--- src/rtl/uart_pkg.sv ---
// Shared UART types and helpers: data width, TX feeder FSM states, baud divider.
package uart_pkg;

  localparam int UART_DATA_W = 8;

  typedef enum logic [1:0] {TXF_IDLE, TXF_LAUNCH, TXF_WAIT} txf_state_t;

  function automatic int calc_baud_div(input int clk_freq, input int baud);
    return clk_freq / baud;
  endfunction

endpackage

--- src/rtl/uart_tx_fifo_ctrl_if.sv ---
// Host-write and UART-TX signal bundle for uart_tx_fifo_ctrl.
// slave = controller view, master = host/UART view.
interface uart_tx_fifo_ctrl_if #(parameter int DEPTH = 16);
  import uart_pkg::*;

  logic                     wr_en;
  logic [UART_DATA_W-1:0]   wr_data;
  logic                     full;
  logic                     empty;
  logic [$clog2(DEPTH):0]   level;
  logic                     busy;
  logic                     newd;
  logic [UART_DATA_W-1:0]   dintx;
  logic                     donetx;
  logic                     ovf;

  modport slave (
    input  wr_en, wr_data, donetx,
    output full, empty, level, busy, newd, dintx, ovf
  );

  modport master (
    output wr_en, wr_data, donetx,
    input  full, empty, level, busy, newd, dintx, ovf
  );

endinterface

--- src/rtl/uart_sync_fifo.sv ---
// Synchronous FIFO with occupancy count; a write at full is accepted when a
// pop happens in the same cycle (the freed slot is the one being written).
module uart_sync_fifo #(
  parameter int DEPTH = 16,
  parameter int WIDTH = 8
) (
  input  logic                   clk,
  input  logic                   rst,
  input  logic                   wr_en,
  input  logic [WIDTH-1:0]       wr_data,
  input  logic                   rd_en,
  output logic [WIDTH-1:0]       rd_data,
  output logic                   full,
  output logic                   empty,
  output logic [$clog2(DEPTH):0] level
);
  localparam int AW = $clog2(DEPTH);
  localparam logic [AW:0] FULL_LVL = DEPTH[AW:0];

  logic [WIDTH-1:0] mem [DEPTH];
  logic [AW-1:0]    wr_ptr, rd_ptr;
  logic             wr_ok, rd_ok;

  assign full    = (level == FULL_LVL);
  assign empty   = (level == '0);
  assign rd_ok   = rd_en & ~empty;
  assign wr_ok   = wr_en & (~full | rd_ok);
  assign rd_data = mem[rd_ptr];

  always_ff @(posedge clk) begin
    if (wr_ok) mem[wr_ptr] <= wr_data;
  end

  // Power-of-two depth: pointers wrap naturally.
  always_ff @(posedge clk or posedge rst) begin
    if (rst) begin
      wr_ptr <= '0;
      rd_ptr <= '0;
      level  <= '0;
    end else begin
      if (wr_ok) wr_ptr <= wr_ptr + 1'b1;
      if (rd_ok) rd_ptr <= rd_ptr + 1'b1;
      case ({wr_ok, rd_ok})
        2'b10:   level <= level + 1'b1;
        2'b01:   level <= level - 1'b1;
        default: level <= level;
      endcase
    end
  end

endmodule

--- src/rtl/uart_tx_fifo_ctrl.sv ---
// TX feeder: FIFO-buffered host bytes launched one at a time to the UART TX,
// newd stretched over a baud period. Optional sticky overflow: UART_TX_FIFO_OVF_EN.
module uart_tx_fifo_ctrl
  import uart_pkg::*;
#(
  parameter int CLK_FREQ    = 1000000,
  parameter int BAUD        = 9600,
  parameter int DEPTH       = 16,
  parameter int NEWD_CYCLES = calc_baud_div(CLK_FREQ, BAUD)
) (
  input logic               clk,
  input logic               rst,
  uart_tx_fifo_ctrl_if.slave bus
);
  localparam int CW = $clog2(NEWD_CYCLES + 1);
  localparam logic [CW-1:0] HOLD_LOAD = CW'(NEWD_CYCLES - 1);

  txf_state_t             state, state_n;
  logic [CW-1:0]          cnt, cnt_n;
  logic                   newd_q, newd_n;
  logic [UART_DATA_W-1:0] dintx_q, dintx_n, rd_data;
  logic                   donetx_q, done_rise, pop;

  uart_sync_fifo #(.DEPTH(DEPTH), .WIDTH(UART_DATA_W)) u_fifo (
    .clk     (clk),
    .rst     (rst),
    .wr_en   (bus.wr_en),
    .wr_data (bus.wr_data),
    .rd_en   (pop),
    .rd_data (rd_data),
    .full    (bus.full),
    .empty   (bus.empty),
    .level   (bus.level)
  );

  // A long donetx must complete only one byte, hence the edge detect.
  assign done_rise = bus.donetx & ~donetx_q;

  always_ff @(posedge clk or posedge rst) begin
    if (rst) begin
      state    <= TXF_IDLE;
      cnt      <= '0;
      newd_q   <= 1'b0;
      dintx_q  <= '0;
      donetx_q <= 1'b0;
    end else begin
      state    <= state_n;
      cnt      <= cnt_n;
      newd_q   <= newd_n;
      dintx_q  <= dintx_n;
      donetx_q <= bus.donetx;
    end
  end

  always_comb begin
    state_n = state;
    cnt_n   = cnt;
    newd_n  = newd_q;
    dintx_n = dintx_q;
    pop     = 1'b0;
    case (state)
      TXF_IDLE: begin
        if (!bus.empty) begin
          pop     = 1'b1;
          dintx_n = rd_data;
          newd_n  = 1'b1;
          cnt_n   = HOLD_LOAD;
          state_n = TXF_LAUNCH;
        end
      end
      TXF_LAUNCH: begin
        if (done_rise) begin
          newd_n  = 1'b0;
          state_n = TXF_IDLE;
        end else if (cnt == '0) begin
          newd_n  = 1'b0;
          state_n = TXF_WAIT;
        end else begin
          cnt_n = cnt - 1'b1;
        end
      end
      TXF_WAIT: begin
        if (done_rise) state_n = TXF_IDLE;
      end
      default: state_n = TXF_IDLE;
    endcase
  end

  assign bus.newd  = newd_q;
  assign bus.dintx = dintx_q;
  assign bus.busy  = (state != TXF_IDLE);

`ifdef UART_TX_FIFO_OVF_EN
  logic ovf_q;
  always_ff @(posedge clk or posedge rst) begin
    if (rst)                                 ovf_q <= 1'b0;
    else if (bus.wr_en && bus.full && !pop)  ovf_q <= 1'b1;
  end
  assign bus.ovf = ovf_q;
`else
  assign bus.ovf = 1'b0;
`endif

endmodule

--- src/flat_wrapper.sv ---
// flat-port wrapper written by rule: the top's interface ports become plain ports
module uart_tx_fifo_ctrl_flat import uart_pkg::*;
#(
  parameter int CLK_FREQ    = 1000000,
  parameter int BAUD        = 9600,
  parameter int DEPTH       = 16,
  parameter int NEWD_CYCLES = calc_baud_div(CLK_FREQ, BAUD)
)
  (clk, rst, bus_wr_en, bus_wr_data, bus_donetx, bus_full, bus_empty, bus_level, bus_busy, bus_newd, bus_dintx, bus_ovf);
  uart_tx_fifo_ctrl_if #(.DEPTH(DEPTH)) bus_i ();
  input logic clk;
  input logic rst;
  input wire logic [$bits(bus_i.wr_en)-1:0] bus_wr_en;
  input wire logic [$bits(bus_i.wr_data)-1:0] bus_wr_data;
  input wire logic [$bits(bus_i.donetx)-1:0] bus_donetx;
  output wire logic [$bits(bus_i.full)-1:0] bus_full;
  output wire logic [$bits(bus_i.empty)-1:0] bus_empty;
  output wire logic [$bits(bus_i.level)-1:0] bus_level;
  output wire logic [$bits(bus_i.busy)-1:0] bus_busy;
  output wire logic [$bits(bus_i.newd)-1:0] bus_newd;
  output wire logic [$bits(bus_i.dintx)-1:0] bus_dintx;
  output wire logic [$bits(bus_i.ovf)-1:0] bus_ovf;
  assign bus_i.wr_en = bus_wr_en;
  assign bus_i.wr_data = bus_wr_data;
  assign bus_i.donetx = bus_donetx;
  assign bus_full = bus_i.full;
  assign bus_empty = bus_i.empty;
  assign bus_level = bus_i.level;
  assign bus_busy = bus_i.busy;
  assign bus_newd = bus_i.newd;
  assign bus_dintx = bus_i.dintx;
  assign bus_ovf = bus_i.ovf;
  uart_tx_fifo_ctrl #(.CLK_FREQ(CLK_FREQ), .BAUD(BAUD), .DEPTH(DEPTH), .NEWD_CYCLES(NEWD_CYCLES)) u_core (.clk(clk), .rst(rst), .bus(bus_i));
endmodule
--- config.mk ---
export PLATFORM = sky130hd
export DESIGN_NAME = uart_tx_fifo_ctrl_flat
export DESIGN_NICKNAME = d
export VERILOG_FILES = /design/src/rtl/uart_pkg.sv /design/src/rtl/uart_tx_fifo_ctrl_if.sv /design/src/rtl/uart_sync_fifo.sv /design/src/rtl/uart_tx_fifo_ctrl.sv /design/src/flat_wrapper.sv
export SDC_FILE = /design/constraint.sdc
export NUM_CORES = 1
export LEC_CHECK = 0
export ABC_AREA = 1
export BUFFER_PORTS_ARGS = -buffer_cell sky130_fd_sc_hd__clkbuf_2
export CORE_AREA = 4 4 152 117
export CTS_CLUSTER_SIZE = 40
export DETAILED_ROUTE_END_ITERATION = 16
export DIE_AREA = 0 0 156 121
export SLEW_MARGIN = 40
export SYNTH_ARGS = -nofsm -noshare
export SYNTH_HDL_FRONTEND = slang
export SYNTH_SLANG_ARGS = --single-unit
--- constraint.sdc ---
create_clock -name clk -period 2.2 [get_ports clk]
set_clock_uncertainty 0.1 [all_clocks]
set_input_delay 0.11 -clock clk [delete_from_list [all_inputs] [get_ports clk]]
set_output_delay 0.11 -clock clk [all_outputs]
set_load 0.005 [all_outputs]
# Word level (Yosys, flattened, before mapping)
# Memory sizes are Yosys's and may differ from the RTL's. A register that Yosys moved wholly into a read port is not among the register bits.
# Cells that the tools add are included.
totals:
  regBits: 24
  ramBits: 128
  out_inout_bits: 18
  elab_cells: 58
  mem_count: 1
memory_table:
  columns: ["memory", "words", "word_bits", "rd", "rd_clocked_by_memory_dff", "wr", "line_no", "text"]
  rows:
  - ["u_core.u_fifo.mem", 16, 8, 1, 1, 1, "uart_sync_fifo.sv:20", "logic [WIDTH-1:0] mem [DEPTH];"]
classes:
  add_sub_neg: 5
  eq_ne: 10
  muxes: 18
  bitwise_logic: 7
  n_reduce_logical: 10
op_table:
  columns: ["op", "n"]
  rows:
  - ["$mux 7", 3]
  - ["$pmux 7 s2", 1]
  - ["$pmux 5 s2", 1]
  - ["$add 4x1->4 const B", 2]
  - ["$mux 2", 4]
  - ["$logic_not 7->1", 1]
  - ["$mux 1", 7]
  - ["$sub 7x1->7 const B", 1]
  - ["$ne 2x2->1 const B", 3]
  - ["$pmux 2 s3", 1]
  - ["$reduce_and 3->1", 2]
  - ["$reduce_bool 2->1", 3]
  - ["$add 5x1->5 const B", 1]
  - ["$eq 5x5->1 const B", 1]
  - ["$logic_not 5->1", 1]
  - ["$sub 5x1->5 const B", 1]
  - ["$eq 2x1->1 const B", 2]
  - ["$eq 2x2->1 const B", 2]
  - ["$reduce_and 4->1", 1]
  - ["$and 1x1->1", 3]
  - ["$ne 3x1->1 const B", 1]
  - ["$not 1->1", 3]
  - ["$logic_not 2->1", 1]
  - ["$ne 2x1->1 const B", 1]
  - ["3 further kinds", 3]

# Depth between registers and ports, before layout
depth:
  ltp_word: 8
  depth_mapped: 14
  depth_no_buf: 14

# Modules after synthesis
# From an unflattened synthesis, not the netlist that was laid out.
hier_totals:
  hier_cells: 636
  hier_area_um2: 7088.0
by_module_without_submodules:
  columns: ["module", "n_inst", "cells_per_inst", "area_each_um2", "seq_area_each_um2"]
  rows:
  - ["uart_sync_fifo", 1, 510, 6083.3, 4169.0]
  - ["uart_tx_fifo_ctrl", 1, 126, 1004.7, 475.5]

# Worst setup path before layout
# Ideal clock, no wire load.
synth_timing:
  path_type: "reg-to-reg"
  from: "register u_core.u_fifo.level[2]"
  to: "register u_core.u_fifo.level[4]"
  setup_ns: 0.113
  arrival_time_ns: 1.784
  slack_ns: 0.203
  stages_incl_launch_ff: 14
  path_buffers: 0
  period_less_slack_ns: 1.997
  cell_sequence: "dfrtp_1 > nor2_1 > nand3_2 > nand2_4 > inv_2 > nand2_4 > inv_1 > ha_1 > a21oi_1 > nand3_1 > nand2_1 > nand3_1 > nand2_1 > inv_1"
synth_between:
  elab_chain_cells: 8
  word_cells_on_any_way: 15
synth_lines:
  columns: ["element", "line_no", "text"]
  rows:
  - ["from (decl)", "uart_sync_fifo.sv:15", "output logic [$clog2(DEPTH):0] level"]
  - ["from (signal assigned)", "uart_sync_fifo.sv:44", "2'b10: level <= level + 1'b1;"]
  - ["from (signal assigned)", "uart_sync_fifo.sv:45", "2'b01: level <= level - 1'b1;"]
  - ["from (signal assigned)", "uart_sync_fifo.sv:46", "default: level <= level;"]
  - ["$logic_not 5->1", "uart_sync_fifo.sv:25", "assign empty = (level == '0);"]
  - ["$mux 1", "uart_tx_fifo_ctrl.sv:63", "if (!bus.empty) begin"]
  - ["$mux 1", "uart_tx_fifo_ctrl.sv:61", "case (state)"]
  - ["$and 1x1->1", "uart_sync_fifo.sv:26", "assign rd_ok = rd_en & ~empty;"]
  - ["$or 1x1->1", "uart_sync_fifo.sv:27", "assign wr_ok = wr_en & (~full | rd_ok);"]
  - ["$and 1x1->1", "uart_sync_fifo.sv:27", null]
  - ["$eq 2x1->1 / $eq 2x2->1 (equally long branches)", "uart_sync_fifo.sv:43", "case ({wr_ok, rd_ok})"]
  - ["$pmux 5 s2 / $reduce_bool 2->1 (equally long branches)", null, null]
# Several ways; a longest one is shown, not always the timed one.
# A chain may end at the register's enable or synchronous reset.

# Worst setup path after layout
layout_timing:
  from: "register u_core.state[0]"
  to: "memory u_core.u_fifo.mem[0][5] (enable)"
layout_between:
  elab_chain_cells: 7
layout_lines:
  columns: ["element", "line_no", "text"]
  rows:
  - ["from (decl)", "uart_tx_fifo_ctrl.sv:18", "txf_state_t state, state_n;"]
  - ["from (signal assigned)", "uart_tx_fifo_ctrl.sv:47", "state <= state_n;"]
  - ["$logic_not 2->1", "uart_tx_fifo_ctrl.sv:61", null]
  - ["$mux 1", "uart_tx_fifo_ctrl.sv:61", null]
  - ["$and 1x1->1", "uart_sync_fifo.sv:26", null]
  - ["$or 1x1->1", "uart_sync_fifo.sv:27", null]
  - ["$and 1x1->1", "uart_sync_fifo.sv:27", null]
  - ["$mux 1", "uart_sync_fifo.sv:31", "if (wr_ok) mem[wr_ptr] <= wr_data;"]
  - ["$mux 1 (implied by the code)", "uart_sync_fifo.sv:31", null]
  - ["to (decl)", "uart_sync_fifo.sv:20", null]
# No other way between the ends.

==> results.cfg <==
[finish]
final_common_cell = nand2_1
layout_common_cells = nand2_1 (228), edfxtp_1 (128), inv_1 (94)
syn2layout_area_growth_pct = 13.7
n_antenna_cell = 0
drive_gt1_share_pct = 13.5
fin_nets = 766

[run]
cap_violations = 0

[route]
drt_iter0_markers = 511
first_pass_iters = 5
drc_errors = 0
wl_um = 15800
via_per_inst = 4.88
drtAntennaViolNets = 0
post_drt_wl_per_cell_um = 16.3
vias = 4737

[placed_design]
io_buffers = 28
place.gp.congestion = 0.854
preCtsSetupSlack_ns = 0.0866
dpl.hpwl_um = 10400

[synth]
ys_async_sr_fraction_pct = 20.0
syn_area_per_cell_um2 = 10.2
yosys_warnings = 0
netlist_instances = 704
ys.flop_type = edfxtp_1
syn_nets = 727
yosysSeqAreaShare_pct = 64.4
synth-edff-count = 128
synth_area_mm2 = 0.00721
yosys_register_bits = 160
synth_cell_types = 31

[cts]
cts_buffer_depth = 2
cts_tree = built
clk_latency_ns = 0.43
htreeDepth = 4
clk_pin_slew_ns = 0.06
clockRootBuffer = clkbuf_16
cts_buffers = 17
cts_sinks = 160

[sta]
final_max_slew_viol_count = 0
rsz0062_at_grt = true
tns_ns = 0
setup_viol = 0
finalCritPeriodShare_pct = 94.3
tightest_slew_ns = 0.770
setup_ws_ns = 0.125
post-route-min-period_ns = 2.07
final-hold-violation-count = 0
relSlewSlack_pct = 48.4
max_freq_ghz = 0.482

[floorplan]
dieArea_mm2 = 0.0189
fp.dieH_um = 121
chipWidth_um = 156
initial_core_util_pct = 43.8
rows = 41
ios = 30
core_mm2 = 0.0165

[worst_setup_path]
crit_type = register to register
arrival_ns = 2.03
required_ns = 2.15
worstPathMaxFanout = 8
reg2reg_to = u_core.u_fifo.mem[0][5]
worstSetupEndpointType = register
start_kind = register
r2r_cells = 5
r2r-start = u_core.state[0]
r2r_setup_slack_ns = 0.13

[pwr]
power_leakage_nw = 3.62
pwr-share-seq_pct = 37.4
p_int_w = 0.00688
vdd_drop_max_uv = 786
p_sw_w = 0.00409
powerDensity_mw_per_mm2 = 1340
pwr-share-clk_pct = 27.4
pwr-share-comb_pct = 35.2
switching_share_pct = 37.3

[run_status]
status = finished clean

[grt]
grt_use_met3_pct = 4.17
grtUsageMet2_pct = 25.5
gr-total-overflow = 0
grt_pass1_vias = 4502
grt_max_degree = 59
grt_pass1_wl_um = 25000
antenna_found_initial = 1
grt_usage_pct = 17.7
grt.busiest_layer = met1
met1_usage_pct = 26.3

[worst_hold_path]
holdPathEnd = u_core.u_fifo.wr_ptr[0]
holdCritStartpoint = bus_wr_en
min_path_type = input port to register
min_path_cells = 4
==> area by class of cell <==
| cell class | count | area [µm²] |
|---|---|---|
| clock buffers | 19 | 443 |
| clock inverters | 13 | 159 |
| fillers | 1463 | 8270 |
| inverters | 102 | 383 |
| multi-input cells | 413 | 1990 |
| flip-flops and latches | 160 | 4650 |
| well taps | 215 | 269 |
| repair buffers | 49 | 315 |
==> kinds of logic after synthesis <==
kind of cell	after synthesis	share of synthesized area [%]
DFF	160	64.4
xor gates and xnor gates	13	1.68
AOI/OAI and AO/OA	26	2.17
other	1	0.0520
adders and majority gates	11	2.01
and+or+nand+nor	362	21.5
buffers and inverters	131	8.17
==> layer usage <==
layer / vias to the layer above / routed length (µm) / share of wire (%)
li1: 2355 / - / -
met5: - / 49 / 0.31
met2: 157 / 6930 / 44
met3: 23 / 1030 / 6.5
met4: 2 / 252 / 1.6
met1: 2200 / 7540 / 48
==> what timing repair did <==
item,4_1_cts,5_1_grt
hold endpoints to repair,33,0
hold buffers,2,0
endpoints found under the setup margin,0,6
setup buffers,0,0
gates resized for setup,0,2
==> registers in the layout, indices dropped and copies added (netlist names) <==
signal                flops
u_core.u_fifo.mem       128
u_core.donetx_q           1
u_core.u_fifo.rd_ptr      4
u_core.cnt                7
u_core.u_fifo.level       5
u_core.bus.dintx          8
u_core.bus.newd           1
u_core.state              2
u_core.u_fifo.wr_ptr      4
==> worst max-delay path by stage <==
| stage | cells after the start | end | from |
|---|---|---|---|
| finish | 5 | u_core.u_fifo.mem[0][5] | u_core.state[0] |
| global route | 14 | u_core.u_fifo.level[4] | u_core.u_fifo.level[2] |
| CTS | 13 | u_core.u_fifo.level[4] | u_core.u_fifo.level[2] |
| detailed placement | 13 | u_core.u_fifo.level[4] | u_core.u_fifo.level[2] |
| global placement | 13 | u_core.u_fifo.level[4] | u_core.u_fifo.level[2] |
| floorplan | 13 | u_core.u_fifo.level[4] | u_core.u_fifo.level[2] |
==> cells in the mapped netlist (2+ instances only) <==
library cell,n,area (µm²)
nand2_1,228,856
edfxtp_1,128,3840
inv_1,94,353
nand3_1,92,460
dfrtp_1,32,801
nor2_1,27,101
buf_2,15,75.1
xor2_1,11,96.3
ha_1,10,125
buf_6,9,101
o211ai_1,8,60.1
a21oi_1,7,35.0
inv_2,6,22.5
o21ai_1,5,25.0
nand2_4,4,45.0
o21ai_0,4,20.0
buf_4,3,22.5
nand2_2,3,18.8
nand3_2,3,30.0
clkbuf_1,2,7.51
clkinv_1,2,7.51
nor2_4,2,22.5
==> worst max-delay path, cell delays in order, from the launching register on <==
cell	delay [ns]
dfrtp_1	0.43
nor2_4	0.19
o21ai_2	0.11
inv_2	0.12
nand2_1	0.13
nor2_1	0.62
==> power by group through the flow <==
stage	Clock, W	Sequential, W	Combinational [W]
2_1_floorplan	0	0.00406	0.00286
3_3_place_gp	0	0.00413	0.00377
3_5_place_dp	0	0.00415	0.00384
4_1_cts	0.00305	0.00410	0.00387
5_1_grt	0.00319	0.00415	0.00434
6_report	0.00301	0.00410	0.00386
==> metrics by stage <==
stage | hold slack, ns | util (%) | instance area, µm² | cells | power (W)
2_1_floorplan | 0.0414 | - | 7210 | 704 | 0.00692
3_3_place_gp | 0.100 | 46.0 | 7570 | 937 | 0.00790
3_5_place_dp | 0.108 | 46.0 | 7570 | 937 | 0.00800
4_1_cts | 0.0155 | 49.8 | 8200 | 971 | 0.0110
5_1_grt | 0.0356 | 49.8 | 8200 | 971 | 0.0117
6_report | 0.0291 | 49.8 | 8200 | 971 | 0.0110
Note: power is estimated with default switching activity, not from simulation.
